<file path="src/rtl/systolic_seq_ctrl.sv">
// Sequencer for an N x N weight-stationary systolic array: weight load, activation
// streaming, pipeline drain and completion. All outputs are registered.
module systolic_seq_ctrl #(
  parameter int N       = 4,
  parameter int WADDR_W = 2,
  parameter int VEC_W   = 8
) (
  input  logic               clk,
  input  logic               rst_n,
  input  logic               start,
  input  logic               load_weights,
  input  logic               use_signed_in,
  input  logic [VEC_W-1:0]   num_vec,
  output logic               busy,
  output logic               done,
  output logic               use_signed,
  output logic               wt_rd_en,
  output logic [WADDR_W-1:0] wt_rd_addr,
  output logic               en_weight_pass,
  output logic [N-1:0]       en_weight_capture,
  output logic               act_rd_en,
  output logic [VEC_W-1:0]   act_rd_addr,
  output logic               out_valid,
  output logic [VEC_W-1:0]   out_idx
);

  // Counter spans LOAD (0..2N-1) and COMPUTE+DRAIN (0..M+2N-1) without wrapping.
  localparam int CW = VEC_W + $clog2(2 * N) + 1;
  localparam logic [CW-1:0] N_C       = CW'(N);
  localparam logic [CW-1:0] LAST_LOAD = CW'(2 * N - 1);
  localparam logic [CW-1:0] OV_FIRST  = CW'(N + 1);
  localparam logic [CW-1:0] ONE       = CW'(1);

  typedef enum logic [2:0] {IDLE, LOAD, COMPUTE, DRAIN, DONE} state_t;

  state_t           state, state_n;
  logic [CW-1:0]    cnt, cnt_n;
  logic [VEC_W-1:0] m, m_nx;
  logic [CW-1:0]    m_ext, m_nx_ext, ov_rel;
  logic [N-1:0]     cap_n;

  assign m_ext    = {{(CW-VEC_W){1'b0}}, m};
  assign m_nx_ext = {{(CW-VEC_W){1'b0}}, m_nx};
  assign ov_rel   = cnt_n - OV_FIRST;

  // Handshake: start is a one-cycle command strobe honoured only in IDLE; busy covers
  // LOAD/COMPUTE/DRAIN and done pulses for exactly one cycle when the command retires.
  always_comb begin
    state_n = state;
    cnt_n   = cnt;
    m_nx    = m;
    case (state)
      IDLE: begin
        if (start) begin
          m_nx  = num_vec;
          cnt_n = '0;
          if (load_weights)        state_n = LOAD;
          else if (num_vec == '0)  state_n = DONE;
          else                     state_n = COMPUTE;
        end
      end
      LOAD: begin
        if (cnt == LAST_LOAD) begin
          cnt_n   = '0;
          state_n = (m == '0) ? DONE : COMPUTE;
        end else begin
          cnt_n = cnt + ONE;
        end
      end
      COMPUTE: begin
        cnt_n = cnt + ONE;
        if (cnt == m_ext - ONE) state_n = DRAIN;
      end
      DRAIN: begin
        if (cnt == m_ext + LAST_LOAD) state_n = DONE;
        else                          cnt_n   = cnt + ONE;
      end
      DONE: begin
        state_n = IDLE;
        cnt_n   = '0;
      end
      default: state_n = IDLE;
    endcase
  end

  always_comb begin
    cap_n = '0;
    for (int c = 0; c < N; c++)
      cap_n[c] = (state_n == LOAD) && (cnt_n == N_C + CW'(c));
  end

  // Outputs are decoded from the next state so they line up with the state they describe.
  always_ff @(posedge clk) begin
    if (!rst_n) begin
      state             <= IDLE;
      cnt               <= '0;
      m                 <= '0;
      use_signed        <= 1'b0;
      busy              <= 1'b0;
      done              <= 1'b0;
      wt_rd_en          <= 1'b0;
      wt_rd_addr        <= '0;
      en_weight_pass    <= 1'b0;
      en_weight_capture <= '0;
      act_rd_en         <= 1'b0;
      act_rd_addr       <= '0;
      out_valid         <= 1'b0;
      out_idx           <= '0;
    end else begin
      state <= state_n;
      cnt   <= cnt_n;
      m     <= m_nx;
      if (state == IDLE && start) use_signed <= use_signed_in;
      busy              <= (state_n == LOAD) || (state_n == COMPUTE) || (state_n == DRAIN);
      done              <= (state_n == DONE);
      wt_rd_en          <= (state_n == LOAD) && (cnt_n < N_C);
      wt_rd_addr        <= (state_n == LOAD) && (cnt_n < N_C) ? cnt_n[WADDR_W-1:0] : '0;
      en_weight_pass    <= (state_n == LOAD) && (cnt_n >= ONE);
      en_weight_capture <= cap_n;
      act_rd_en         <= (state_n == COMPUTE);
      act_rd_addr       <= (state_n == COMPUTE) ? cnt_n[VEC_W-1:0] : '0;
      if ((state_n == COMPUTE || state_n == DRAIN) &&
          (cnt_n >= OV_FIRST) && (cnt_n < OV_FIRST + m_nx_ext)) begin
        out_valid <= 1'b1;
        out_idx   <= ov_rel[VEC_W-1:0];
      end else begin
        out_valid <= 1'b0;
        out_idx   <= '0;
      end
    end
  end

endmodule

</file>
<file path="config.mk">
export PLATFORM = sky130hd
export DESIGN_NAME = systolic_seq_ctrl
export DESIGN_NICKNAME = d
export VERILOG_FILES = /design/src/rtl/systolic_seq_ctrl.sv
export SDC_FILE = /design/constraint.sdc
export NUM_CORES = 1
export LEC_CHECK = 0
export ABC_CLOCK_PERIOD_IN_PS = 4200
export BUFFER_PORTS_ARGS = -buffer_cell sky130_fd_sc_hd__buf_4
export CAP_MARGIN = 30
export CORE_ASPECT_RATIO = 0.5
export CORE_MARGIN = 2
export CORE_UTILIZATION = 34
export CTS_BUF_LIST = sky130_fd_sc_hd__clkbuf_2
export DETAILED_ROUTE_END_ITERATION = 8
export PLACE_DENSITY = 0.5
export RECOVER_POWER = 25
export SETUP_SLACK_MARGIN = 0.2
export SLEW_MARGIN = 30
export SYNTH_ARGS = -nofsm -noshare
export SYNTH_HDL_FRONTEND = slang
export SYNTH_SLANG_ARGS = --single-unit
</file>
<file path="constraint.sdc">
create_clock -name clk -period 4.2 [get_ports clk]
set_clock_uncertainty 0.1 [all_clocks]
set_input_delay 0.21 -clock clk [delete_from_list [all_inputs] [get_ports clk]]
set_output_delay 0.21 -clock clk [all_outputs]
set_load 0.02 [all_outputs]
</file>
# Yosys cells after proc, flatten, opt, wreduce, memory -nomap -nowiden
# Cells that the tools add are included.
# Widths: inputs -> output; s select.
# word_totals
inputBits	13
out_inout_bits	29
ff_bits	52
# op_classes
order_cmp	4
reduce_logical	18
eq_ne	15
mux	15
n_addsub	5
# ops
op	n
$eq 12x3->1 const B	5
$pmux 12 s5	1
$mux 12	3
$mux 3	7
$logic_not 8->1	2
$mux 8	2
$add 12x1->12 const B	1
$eq 12x12->1	1
$eq 12x9->1	1
$eq 3x2->1 const B	4
$ge 12x1->1 const B	1
$ge 12x3->1 const B	1
$lt 12x3->1 const B	1
$lt 12x9->1	1
$pmux 3 s4	1
$add 3x8->9 const A	1
$add 8x3->9 const B	1
$logic_and 1x1->1	9
$sub 8x1->9 const B	1
$sub 8x3->8 const B	1
$eq 3x1->1 const B	2
$eq 3x3->1 const B	2
$reduce_and 2->1	3
$logic_not 3->1	1
2 further kinds	4

# Logic depth before layout (Yosys ltp)
# Gate-level depths: netlist of the first run.
# logic_depth
depth_word	10
depth_mapped	20
depth_no_buf	18

# Worst setup path before layout of the first run
# No wires, ideal clock.
# synth_path
path_kind	register -> register
start	register m[0]
end	register out_idx[2]
t_arrival_ns	4.309
slack_ns	-0.277
period_less_slack_ns	4.477
path_buffers	1
stages_incl_launch_ff	18
t_required_ns	4.032
setup_ns	0.068
path_cell_list	dfxtp_1 > inv_1 > ha_1 > xnor3_1 > nand4_1 > or4_4 > o41ai_2 > nor2_1 > a21oi_1 > clkbuf_1 > ha_1 > o21ai_0 > a21oi_1 > o21ai_0 > nor2_1 > a31oi_1 > o211ai_1 > nor2_1
# synth_via
word_cells_on_any_way	24
classes_between	add/sub: 4; order compare: 2; eq/ne: 4; mux: 9; reduce/logical: 5
# synth_rtl
element	line	source
from (decl)	38	logic [VEC_W-1:0] m, m_nx;
from (signal assigned)	112	m <= m_nx;
$add 8x3->9 *	75	if (cnt == m_ext + LAST_LOAD) state_n = DONE;
$eq 12x9->1 *	75	
$mux 12 *	75	
$pmux 12 s5 *	52	case (state)
named net cnt_n[2]	37	logic [CW-1:0] cnt, cnt_n;
$ge 12x3->1	123	(cnt_n >= OV_FIRST) && (cnt_n < OV_FIRST + m_nx_ext)) begin
$logic_and 1x1->1	122	if ((state_n == COMPUTE || state_n == DRAIN) &&
$logic_and 1x1->1	123	
$reduce_and 2->1 (no source line)	-	
to (signal assigned)	125	out_idx <= ov_rel[VEC_W-1:0];
to (decl)	24	output logic [VEC_W-1:0] out_idx
# The timed path passes the listed nets; every way through them passes the cells marked *.
# A chain may end at the register's enable or synchronous reset.

# Final worst setup path of the first run
# layout_path
start	register m[0]
end	register out_idx[0]
# layout_via
word_cells_on_any_way	24
classes_between	add/sub: 4; order compare: 2; eq/ne: 4; mux: 9; reduce/logical: 5
# layout_rtl
element	line
$add 8x3->9 *	75
$eq 12x9->1 *	75
$mux 12 *	75
$pmux 12 s5 *	52
named net cnt_n[7]	37
$ge 12x3->1	123
$logic_and 1x1->1	122
$logic_and 1x1->1 *	123
$reduce_and 2->1 (no source line) *	-
# Marks and branches as above.

==> results.txt, run 1 <==
----------------------------------------------------
[Status]
  Outcome ... complete, no violations

[Layout]
  Area growth, synth to finish ... 36.74%
  Number of antenna cells inserted ... 0
  Most common library cell in the layout ignoring fill and taps ... buf_4
  Final #Nets ... 527
  Fraction of final layout cells sized beyond drive strength 1 ... 29.60%
  Commonest non-fill, non-tap cells in the layout ... buf_4 (69), dfxtp_1 (47), nor2_1 (27)
  End-of-flow core utilization ... 48.09%

[Setup path]
  Critical path launch point type ... flop
  Critical path buffers and inverters ... 3
  Number of cells traversed by the worst register-to-register path ... 16
  Cell repeated most along the worst path ... ha_4
  Max stage delay cell, worst path ... or4_4
  Critical path fanouts, max ... 5
  Sequence of cells on the critical path ... inv_2, ha_4, xor2_2, nand4_1, or4_4, buf_6, o41ai_4, a21o_1, a22o_4, ha_4, a31o_4, a2111o_1, a31oi_2, o211ai_1, buf_4, nor2_2
  Worst R2R Setup Slack ... 0.20 ns
  Kind of cell adding the most delay to the critical path ... compound AO/OA/AOI/OAI gates
  Worst Path Arrival ... 4.30 ns
  Endpoint of the worst-slack reg-to-reg timing path ... out_idx[0]
  Critical path endpoint category ... flop
  WS Path Type ... flop to flop
  WP data required ... 4.49 ns
  CP peak stage delay ... 0.58 ns
  Worst R2R Start ... m[0]

[Synthesis]
  Number of warnings reported in the yosys synthesis log ... 0
  Number of distinct library cells after synthesis ... 62
  Total of flip-flops plus latches after synthesis ... 52
  Number of cells produced by synthesis ... 407
  Primary FF master, synth ... dfxtp_1
  Cell area after synthesis ... 3344 um2
  Fraction of the yosys area taken by sequential cells ... 31.13%
  Count of flip-flops with a built-in enable after synthesis ... 0
  Proportion of synthesized flip-flops having asynchronous set or reset ... 0%
  Post-synthesis area per instance ... 8.217 um2
  Synthesized net count ... 435

[Hold path]
  Class of the worst hold path ... input port to flop
  Startpoint of the tightest hold check path ... num_vec[0]
  Hold Path End ... m[0]
  Hold path depth ... 4

[STA]
  Hold violation total from the final report ... 0
  RSZ-0062 raised after global routing ... yes
  Final-report setup violation count ... 0
  Worst rel slew slack ... 49.47%
  Post-route worst hold slack ... 0.1014 ns
  Slew at the pin closest to its max-slew limit ... 0.7511 ns
  Period minus WS final ... 4.002 ns
  Fin crit share ... 95.28%
  Post-Route Setup TNS ... 0 ns
  Fmax achieved ... 0.2499 GHz
  Final max-slew violation count ... 0

[Place]
  Final Wtd Congestion ... 0.8867
  Count of input and output buffers ... 41
  Post-DP HPWL ... 8.129 mm

[Floorplan]
  Cell Rows ... 25
  Die Span Y ... 74.13 um
  Die W ... 144.3 um
  Total die area ... 10690 um2
  Core Footprint ... 9509 um2
  Initial standard-cell utilization of the core ... 35.17%
  Top-level I/O count ... 42

[Route]
  Final routed wire length divided by cell count ... 16.75 um
  Number of remaining DRC errors ... 0
  Initial DRC count ... 233
  Antenna Nets Post-Route ... 0
  Routed vias ... 3274
  Wire length reported by the detailed router ... 10.64 mm
  DR pass1 iterations ... 5
  Number of vias per cell ... 5.156

[Global routing]
  Number of antenna violations at the first check in global routing ... 0
  Aggregate global routing overflow ... 0
  First-pass GRT wire length ... 16.37 mm
  Global-route total usage across every layer ... 20.14%
  Via count of the first global-routing pass ... 3004
  Maximum number of pins on one net before global-route repair ... 26

[Clocking]
  Clock sinks ... 52
  Clock tree from TritonCTS ... yes
  Total clock buffers created by CTS ... 5
  CTS root buf ... clkbuf_2
  Longest Clk Path Bufs ... 2
  Clock transition at the registers of the reported paths ... 0.29 ns
  Clock latency reported for the late side of the worst-skew pair ... 0.44 ns
  CTS H-tree depth ... 2

[Power and ir drop]
  Power per standard cell area ... 249.7 nW/um2
  Peak supply drop ... 0.1238 mV
  Leak Pwr ... 1.892 nW

[Job]
  Max Cap Violations ... 0

----------------------------------------------------
cell type report:
cell class,count,area (um2)
fill,991,4936
multi-input combinational,310,2415
sequential,52,1047
timing repair buffer,111,824.5
tap,135,168.9
inverter,19,71.32
clock buffer,6,30.03
clock inverter,2,16.27
worst max path at each step:
stage / from / slack, ns / depth (start not counted) / to
floorplan: m[0] / 0.26 / 18 / out_idx[0]
global route: m[0] / 0.04 / 20 / out_idx[3]
global placement: m[0] / 0.13 / 16 / out_idx[0]
finish: m[0] / 0.20 / 16 / out_idx[0]
CTS: cnt[6] / 0.20 / 17 / out_idx[7]
detailed placement: m[0] / 0.03 / 16 / out_idx[0]
kinds of logic (layout without fill, tap and decap cells):
group           after synthesis  count (layout)  synth area share, %
simple gates                182             182                31.43
xor+xnor                     25              25                7.370
buf+inv                      45             138                5.237
flops                        52              52                31.13
fa+ha+maj                    15              15                5.612
compound gates               80              80                16.84
mux                           8               8                2.394
state kept, by name, summed over array words and instances (netlist names):
register           cells
wt_rd_en               1
en_weight_capture      4
cnt                   12
out_idx                8
wt_rd_addr             2
use_signed             1
busy                   1
en_weight_pass         1
done                   1
act_rd_en              1
m                      8
out_valid              1
state                  3
act_rd_addr            8
through the flow:
step / power, mW / worst slack (ns) / std cells / instance area [um2]
finish: 1.142 / 0.1981 / 635 / 4573
detailed placement: 0.8672 / 0.02794 / 600 / 4093
CTS: 1.118 / 0.2003 / 626 / 4380
global route: 1.215 / 0.03962 / 635 / 4573
global placement: 0.8640 / 0.1311 / 600 / 4093
floorplan: 0.7446 / 0.2570 / 407 / 3411
synth_stat cells, drive strengths merged, types with 2 or more instances:
cell type	instances	area share [%]
dfxtp	52	31
nor2	33	3.7
nand2	26	2.9
clkbuf	21	2.4
nand3	20	3.0
inv	19	2.1
and2	17	3.2
a21oi	16	2.5
ha	15	5.6
xnor2	15	3.9
nor2b	14	2.6
o21ai	14	2.1
nor3	13	2.4
nor4	13	2.9
nand2b	10	1.9
mux2i	8	2.4
xor2	8	2.1
and3	6	1.1
o31ai	6	1.3
a31oi	5	0.94
buf	5	0.75
nor4b	5	1.9
a211o	4	1.0
nand4	4	0.75
o211ai	4	0.90
or2	4	0.75
a211oi	3	0.67
a21boi	3	0.67
a21o	3	0.67
a221oi	3	0.79
nor3b	3	0.67
or3	3	0.56
or4	3	0.90
or4b	3	0.90
a311oi	2	0.52
a41oi	2	0.52
nand3b	2	0.45
nand4b	2	0.52
o21a	2	0.45
o21bai	2	0.45
xnor3	2	1.3
power breakdown:
part	internal (mW)	total (mW)	switching (mW)
Combinational	0.184	0.395	0.211
Clock	0.0447	0.214	0.169
Sequential	0.511	0.532	0.0216
repair_timing:
action	CTS	global route
gates resized for setup	13	49
gates cloned	0	1
endpoints found under the hold margin	16	0
setup buffers	3	8
pin swaps	6	19
hold buffers	15	0
setup endpoints to repair	13	12
worst register-to-register path, stage by stage (launching register included):
cell and delay [ns]:
dfxtp_2 0.42, inv_2 0.06, ha_4 0.27, xor2_2 0.16
nand4_1 0.12, or4_4 0.58, buf_6 0.15, o41ai_4 0.43
a21o_1 0.14, a22o_4 0.13, ha_4 0.21, a31o_4 0.22
a2111o_1 0.39, a31oi_2 0.17, o211ai_1 0.14, buf_4 0.19
nor2_2 0.09
layer usage:
metal / track usage (%) / vias to the layer above / wire length (um)
met2: 30.48 / 95 / 4471
met5: 0 / - / 0
met1: 30.07 / 1536 / 5479
li1: - / 1639 / -
met4: 3.776 / 0 / 59
met3: 3.863 / 4 / 626
No activity file was read; power rests on OpenSTA's default activity.
==> run 2, diff against run 1 <==
--- a/config.mk
+++ b/config.mk
@@ -8,12 +8,11 @@
 export ABC_CLOCK_PERIOD_IN_PS = 4200
 export BUFFER_PORTS_ARGS = -buffer_cell sky130_fd_sc_hd__buf_4
 export CAP_MARGIN = 30
-export CORE_ASPECT_RATIO = 0.5
 export CORE_MARGIN = 2
 export CORE_UTILIZATION = 34
 export CTS_BUF_LIST = sky130_fd_sc_hd__clkbuf_2
 export DETAILED_ROUTE_END_ITERATION = 8
-export PLACE_DENSITY = 0.5
+export PLACE_DENSITY_LB_ADDON = 0.15
 export RECOVER_POWER = 25
 export SETUP_SLACK_MARGIN = 0.2
 export SLEW_MARGIN = 30
==> results.txt, run 2 (synthesized netlist as in run 1, its figures left out) <==
----------------------------------------------------
[Floorplan]
  Initial standard-cell utilization of the core ... 34.70% (-0.47 points)
  Total die area ... 10650 um2 (-0.45%)
  Top-level I/O count ... 42 (unchanged)
  Cell Rows ... 36 (+44%)
  Die W ... 103.2 um (-28%)
  Die Span Y ... 103.2 um (+39%)
  Core Footprint ... 9639 um2 (+1.4%)

[Route]
  Routed vias ... 3289 (+0.46%)
  Wire length reported by the detailed router ... 10.18 mm (-4.3%)
  DR pass1 iterations ... 4 (-1)
  Number of remaining DRC errors ... 0 (unchanged)
  Antenna Nets Post-Route ... 0 (unchanged)
  Number of vias per cell ... 5.237 (+1.6%)
  Initial DRC count ... 137 (-41%)
  Final routed wire length divided by cell count ... 16.20 um (-3.2%)

[Layout]
  Fraction of final layout cells sized beyond drive strength 1 ... 29.09% (-0.51 points)
  Commonest non-fill, non-tap cells in the layout ... buf_4 (70), dfxtp_1 (46), nor2_1 (32)
  Area growth, synth to finish ... 35.39%
  Flip-flop count of the largest register, all copies and words added ... 12 (unchanged)
  Final #Nets ... 522 (-0.95%)
  Register name with the most flops ... cnt
  Number of antenna cells inserted ... 0 (unchanged)
  Area used by sequential logic in the layout ... 1054 um2 (+0.60%)
  Final standard cell count with taps included and fillers excluded ... 628 (-1.1%)
  Multi-input gate area in the final layout ... 2375 um2 (-1.7%)
  Final-layout fill cell count ... 974 (-1.7%)
  Most common library cell in the layout ignoring fill and taps ... buf_4
  End-of-flow core utilization ... 46.98% (-1.1 points)

[Setup path]
  Critical path fanouts, max ... 6 (+1)
  CP peak stage delay ... 0.58 ns (about the same)
  Kind of cell adding the most delay to the critical path ... compound AO/OA/AOI/OAI gates
  Max stage delay cell, worst path ... or4_4
  WP data required ... 4.51 ns (+0.02 ns)
  WS Path Type ... flop to flop
  Critical path endpoint category ... flop
  Worst Path Arrival ... 4.19 ns (-0.11 ns)
  Sequence of cells on the critical path ... buf_6, nor3_4, xnor3_1, or4_4, nor3_4, a31oi_4, buf_4, a21o_1, a22o_4, ha_4, a31o_2, a2111o_1, a31oi_1, o211ai_1, buf_4, nor2_1
  Critical path launch point type ... flop
  Critical path buffers and inverters ... 3 (unchanged)

[Power and ir drop]
  Leak Pwr ... 1.885 nW (-0.34%)
  Peak supply drop ... 0.1710 mV (+38%)
  Power per standard cell area ... 252.9 nW/um2 (+1.3%)

[Place]
  Pre-CTS setup slack ... -0.04503 ns (-0.07296 ns)
  Final Wtd Congestion ... 0.9316 (+5.1%)
  Instance count after placement with tap cells included ... 587 (-2.2%)
  Count of input and output buffers ... 41 (unchanged)
  Post-DP HPWL ... 7.489 mm (-7.9%)

[STA]
  Post-route worst hold slack ... 0.05878 ns (-0.04264 ns)
  Minimum setup slack in the final design ... 0.3239 ns (+0.1258 ns)
  Final max-slew violation count ... 0 (unchanged)
  Fin crit share ... 92.29% (-3.0 points)
  Period minus WS final ... 3.876 ns (-0.1258 ns)
  Slew at the pin closest to its max-slew limit ... 0.7194 ns (-0.03165 ns)
  Hold violation total from the final report ... 0 (unchanged)
  Final-report setup violation count ... 0 (unchanged)
  Fmax achieved ... 0.2580 GHz (+3.2%)
  Worst rel slew slack ... 51.60% (+2.1 points)
  RSZ-0062 raised after global routing ... yes

[Global routing]
  Maximum number of pins on one net before global-route repair ... 26 (unchanged)
  Aggregate global routing overflow ... 0 (unchanged)
  First-pass GRT wire length ... 16.05 mm (-1.9%)
  Global-route total usage across every layer ... 19.40% (-0.74 points)
  Number of antenna violations at the first check in global routing ... 0 (unchanged)
  Via count of the first global-routing pass ... 3124 (+4.0%)

[Clocking]
  Clock sinks ... 52 (unchanged)
  Clock latency reported for the late side of the worst-skew pair ... 0.45 ns (about the same)
  CTS root buf ... clkbuf_2
  Clock tree from TritonCTS ... yes
  Total clock buffers created by CTS ... 5 (unchanged)
  CTS H-tree depth ... 2 (unchanged)
  Longest Clk Path Bufs ... 2 (unchanged)
  Clock transition at the registers of the reported paths ... 0.28 ns (about the same)

[Job]
  Max Cap Violations ... 0 (unchanged)

[Status]
  Outcome ... complete, no violations

[Hold path]
  Class of the worst hold path ... input port to flop

----------------------------------------------------
## run 2: cell count changes in the layout (fill, tap and decap cells not counted), moves of 3 or more
| cell | before | now |
|---|---|---|
| o21ai_1 | 3 | 0 |
| nor2_2 | 5 | 1 |
| o21ai_2 | 2 | 5 |
| dlygate4sd3_1 | 15 | 8 |
| nor2_1 | 27 | 32 |
## run 2: worst register-to-register path: cells and delay by family (launching register included)
kind,cells,cell delay [ns]
DFF,1,0.38
AOI/OAI and AO/OA,7,1.42
buffers and inverters,3,0.45
and+or+nand+nor,4,1.00
adders and majority gates,1,0.24
xor gates and xnor gates,1,0.27
## run 2: final timing paths
| check | start | endpoint | slack [ns] | cells after the start |
|---|---|---|---|---|
| setup / recovery | m[0] | out_idx[4] | 0.32 | 16 |
| hold / removal | num_vec[2] | m[2] | 0.06 | 3 |
| setup reg to reg | m[0] | out_idx[4] | 0.32 | 16 |
| hold reg to reg | use_signed | use_signed | 0.39 | 2 |
## run 2: through the flow
| stage | power (mW) | TNS (ns) | instance area (um2) |
|---|---|---|---|
| 3_3_place_gp | 0.8514 | 0 | 4029 |
| 3_5_place_dp | 0.8557 | -0.2541 | 4029 |
| 4_1_cts | 1.113 | 0 | 4365 |
| 5_1_grt | 1.209 | 0 | 4528 |
| 6_report | 1.145 | 0 | 4528 |
| 2_1_floorplan | 0.7446 | 0 | 3411 |
## run 2: per-layer routing
metal / GRT usage, % / wire (um) / vias up / share of wire, %
met5: 0 / 0 / - / 0
met4: 5.567 / 212 / 0 / 2.1
met3: 2.419 / 423 / 12 / 4.2
met2: 31.07 / 4758 / 96 / 47
met1: 27.49 / 4782 / 1557 / 47
li1: - / - / 1624 / -
## run 2: area by class of cell
cell class / count / area share (%)
clock buffer: 6 / 0.6632
clock inverter: 2 / 0.3040
inverter: 19 / 1.575
multi-input combinational: 310 / 52.45
sequential: 52 / 23.27
tap: 133 / 3.675
timing repair buffer: 106 / 18.07
## run 2: timing repair
item,CTS,global route
cloned,1,0
hold buffers,7,1
endpoints found under the setup margin,10,17
endpoints found under the hold margin,8,1
pin swaps,16,9
resized for setup,12,39
buffers inserted,15,9
## run 2: power breakdown
part | leakage, nW | internal, mW | total [mW] | switching [mW]
sequential | 0.424 | 0.511 | 0.533 | 0.0225
clock | 0.0334 | 0.0452 | 0.215 | 0.170
combinational | 1.43 | 0.190 | 0.397 | 0.206
==> run 3, diff against run 2 <==
--- a/config.mk
+++ b/config.mk
@@ -5,7 +5,7 @@
 export SDC_FILE = /design/constraint.sdc
 export NUM_CORES = 1
 export LEC_CHECK = 0
-export ABC_CLOCK_PERIOD_IN_PS = 4200
+export ABC_CLOCK_PERIOD_IN_PS = 4800
 export BUFFER_PORTS_ARGS = -buffer_cell sky130_fd_sc_hd__buf_4
 export CAP_MARGIN = 30
 export CORE_MARGIN = 2
==> constraint.sdc (replaced) <==
create_clock -name clk -period 4.8 [get_ports clk]
set_clock_uncertainty 0.1 [all_clocks]
set_input_delay 0.24 -clock clk [delete_from_list [all_inputs] [get_ports clk]]
set_output_delay 0.24 -clock clk [all_outputs]
set_load 0.02 [all_outputs]
==> results.txt, run 3 (synthesized netlist as in run 1, its figures left out) <==
----------------------------------------------------
[Status]
  Outcome ... complete, no violations

[Global routing]
  First-pass GRT wire length ... 15.61 mm (-2.7%)
  Global-route total usage across every layer ... 19.04% (-0.36 points)
  Via count of the first global-routing pass ... 2938 (-6.0%)
  Maximum number of pins on one net before global-route repair ... 26 (unchanged)
  Aggregate global routing overflow ... 0 (unchanged)
  Number of antenna violations at the first check in global routing ... 0 (unchanged)

[Layout]
  Area growth, synth to finish ... 20.84%
  Area of all placed cells without fillers ... 4041 um2 (-11%)
  Multi-input gate area in the final layout ... 2183 um2 (-8.1%)
  Final-layout fill cell count ... 1027 (+5.4%)
  Area used by sequential logic in the layout ... 1047 um2 (-0.59%)
  Number of antenna cells inserted ... 0 (unchanged)
  Fraction of final layout cells sized beyond drive strength 1 ... 15.52% (-14 points)
  Register name with the most flops ... cnt
  Commonest non-fill, non-tap cells in the layout ... dfxtp_1 (49), buf_4 (39), nor2_1 (33)
  Final #Nets ... 491 (-5.9%)
  Flip-flop count of the largest register, all copies and words added ... 12 (unchanged)
  Most common library cell in the layout ignoring fill and taps ... dfxtp_1

[Route]
  Initial DRC count ... 169 (+23%)
  Antenna Nets Post-Route ... 0 (unchanged)
  Routed vias ... 3137 (-4.6%)
  Number of vias per cell ... 5.255 (+0.33%)
  Number of remaining DRC errors ... 0 (unchanged)
  DR pass1 iterations ... 5 (+1)
  Wire length reported by the detailed router ... 9.629 mm (-5.4%)
  Final routed wire length divided by cell count ... 16.13 um (-0.46%)

[STA]
  Worst rel slew slack ... 55.99% (+4.4 points)
  Period minus WS final ... 4.332 ns (+0.4557 ns)
  Fin crit share ... 90.24% (-2.0 points)
  RSZ-0062 raised after global routing ... no
  Post-Route Setup TNS ... 0 ns (unchanged)
  Slew at the pin closest to its max-slew limit ... 0.6541 ns (-0.06532 ns)
  Hold violation total from the final report ... 0 (unchanged)
  Fmax achieved ... 0.2309 GHz (-11%)
  Final-report setup violation count ... 0 (unchanged)
  Post-route worst hold slack ... 0.09008 ns (+0.03130 ns)
  Final max-slew violation count ... 0 (unchanged)

[Floorplan]
  Total die area ... 10650 um2 (unchanged)
  Initial standard-cell utilization of the core ... 34.70% (unchanged)
  Die Span Y ... 103.2 um (unchanged)
  Top-level I/O count ... 42 (unchanged)
  Die W ... 103.2 um (unchanged)
  Core Footprint ... 9639 um2 (unchanged)
  Cell Rows ... 36 (unchanged)

[Setup path]
  Critical path launch point type ... flop
  WS Path Type ... flop to flop
  WP data required ... 5.07 ns (+0.56 ns)
  Worst Path Arrival ... 4.60 ns (+0.41 ns)
  Critical path endpoint category ... flop
  Critical path fanouts, max ... 12 (+6)

[Clocking]
  Clock latency reported for the late side of the worst-skew pair ... 0.47 ns (+0.02 ns)
  Clock transition at the registers of the reported paths ... 0.26 ns (-0.02 ns)
  Clock tree from TritonCTS ... yes
  Longest Clk Path Bufs ... 2 (unchanged)
  Clock sinks ... 52 (unchanged)
  CTS root buf ... clkbuf_2
  Total clock buffers created by CTS ... 5 (unchanged)
  CTS H-tree depth ... 2 (unchanged)

[Power and ir drop]
  Pwr Total ... 0.9253 mW (-19%)
  Peak supply drop ... 0.1362 mV (-20%)
  Leak Pwr ... 1.668 nW (-12%)
  Power per standard cell area ... 229.0 nW/um2 (-9.5%)

[Job]
  Max Cap Violations ... 0 (unchanged)

[Place]
  Placement-stage cell area ... 3851 um2 (-4.4%)
  Final Wtd Congestion ... 0.8937 (-4.1%)
  Post-DP HPWL ... 7.174 mm (-4.2%)
  Count of input and output buffers ... 41 (unchanged)

[Hold path]
  Class of the worst hold path ... input port to flop

----------------------------------------------------
## run 3: final timing paths
check | depth (start not counted) | startpoint | end | slack, ns
max | 14 | m[1] | en_weight_pass | 0.47
min | 3 | num_vec[0] | m[0] | 0.09
max reg2reg | 14 | m[1] | en_weight_pass | 0.47
min reg2reg | 2 | cnt[10] | cnt[10] | 0.51
## run 3: routing by layer
layer / vias to the layer above / track usage [%] / part of all wire [%]
li1: 1572 / - / -
met1: 1478 / 27.51 / 48
met2: 79 / 30.72 / 47
met3: 8 / 2.285 / 4.1
met4: 0 / 3.846 / 0.96
met5: - / 0 / 0
## run 3: final cells by class
type	instances	share of cell area (%)
flip-flops and latches	52	25.91
inverters	19	1.765
clock buffers	6	0.7430
clock inverters	2	0.3406
repair buffers	75	13.10
well taps	133	4.118
multi-input cells	310	54.02
## run 3: power breakdown
group | internal (mW) | switching [mW] | leakage (nW) | total, mW
Combinational | 0.113 | 0.149 | 1.21 | 0.262
Sequential | 0.447 | 0.0225 | 0.423 | 0.469
Clock | 0.0397 | 0.154 | 0.0334 | 0.194
Total | 0.600 | 0.326 | 1.67 | 0.925
## run 3: worst max-delay path, cell delays in order (launching register included)
cell and delay (ns):
dfxtp_4 0.40, buf_4 0.14, nor3_4 0.33, xnor3_1 0.29
or4_4 0.59, nor3_4 0.21, a31oi_4 0.14, buf_6 0.20
a21boi_1 0.13, a21oi_2 0.18, inv_2 0.07, buf_4 0.15
or3_1 0.39, or4_1 0.60, o31a_1 0.35
## run 3: what timing repair did
item / CTS / global route
pin swaps: 0 / 3
buffers inserted: 0 / 2
resized for setup: 1 / 10
hold buffers: 15 / 0
hold endpoints to repair: 11 / 0
endpoints found under the setup margin: 7 / 17
## run 3: per-stage QoR
stage	utilization (%)	std cells	worst slack [ns]
2_1_floorplan	-	407	0.3230
3_3_place_gp	39.95	572	0.2619
3_5_place_dp	39.95	572	0.2073
4_1_cts	42.03	595	0.2458
5_1_grt	41.93	597	0.1920
6_report	41.93	597	0.4683
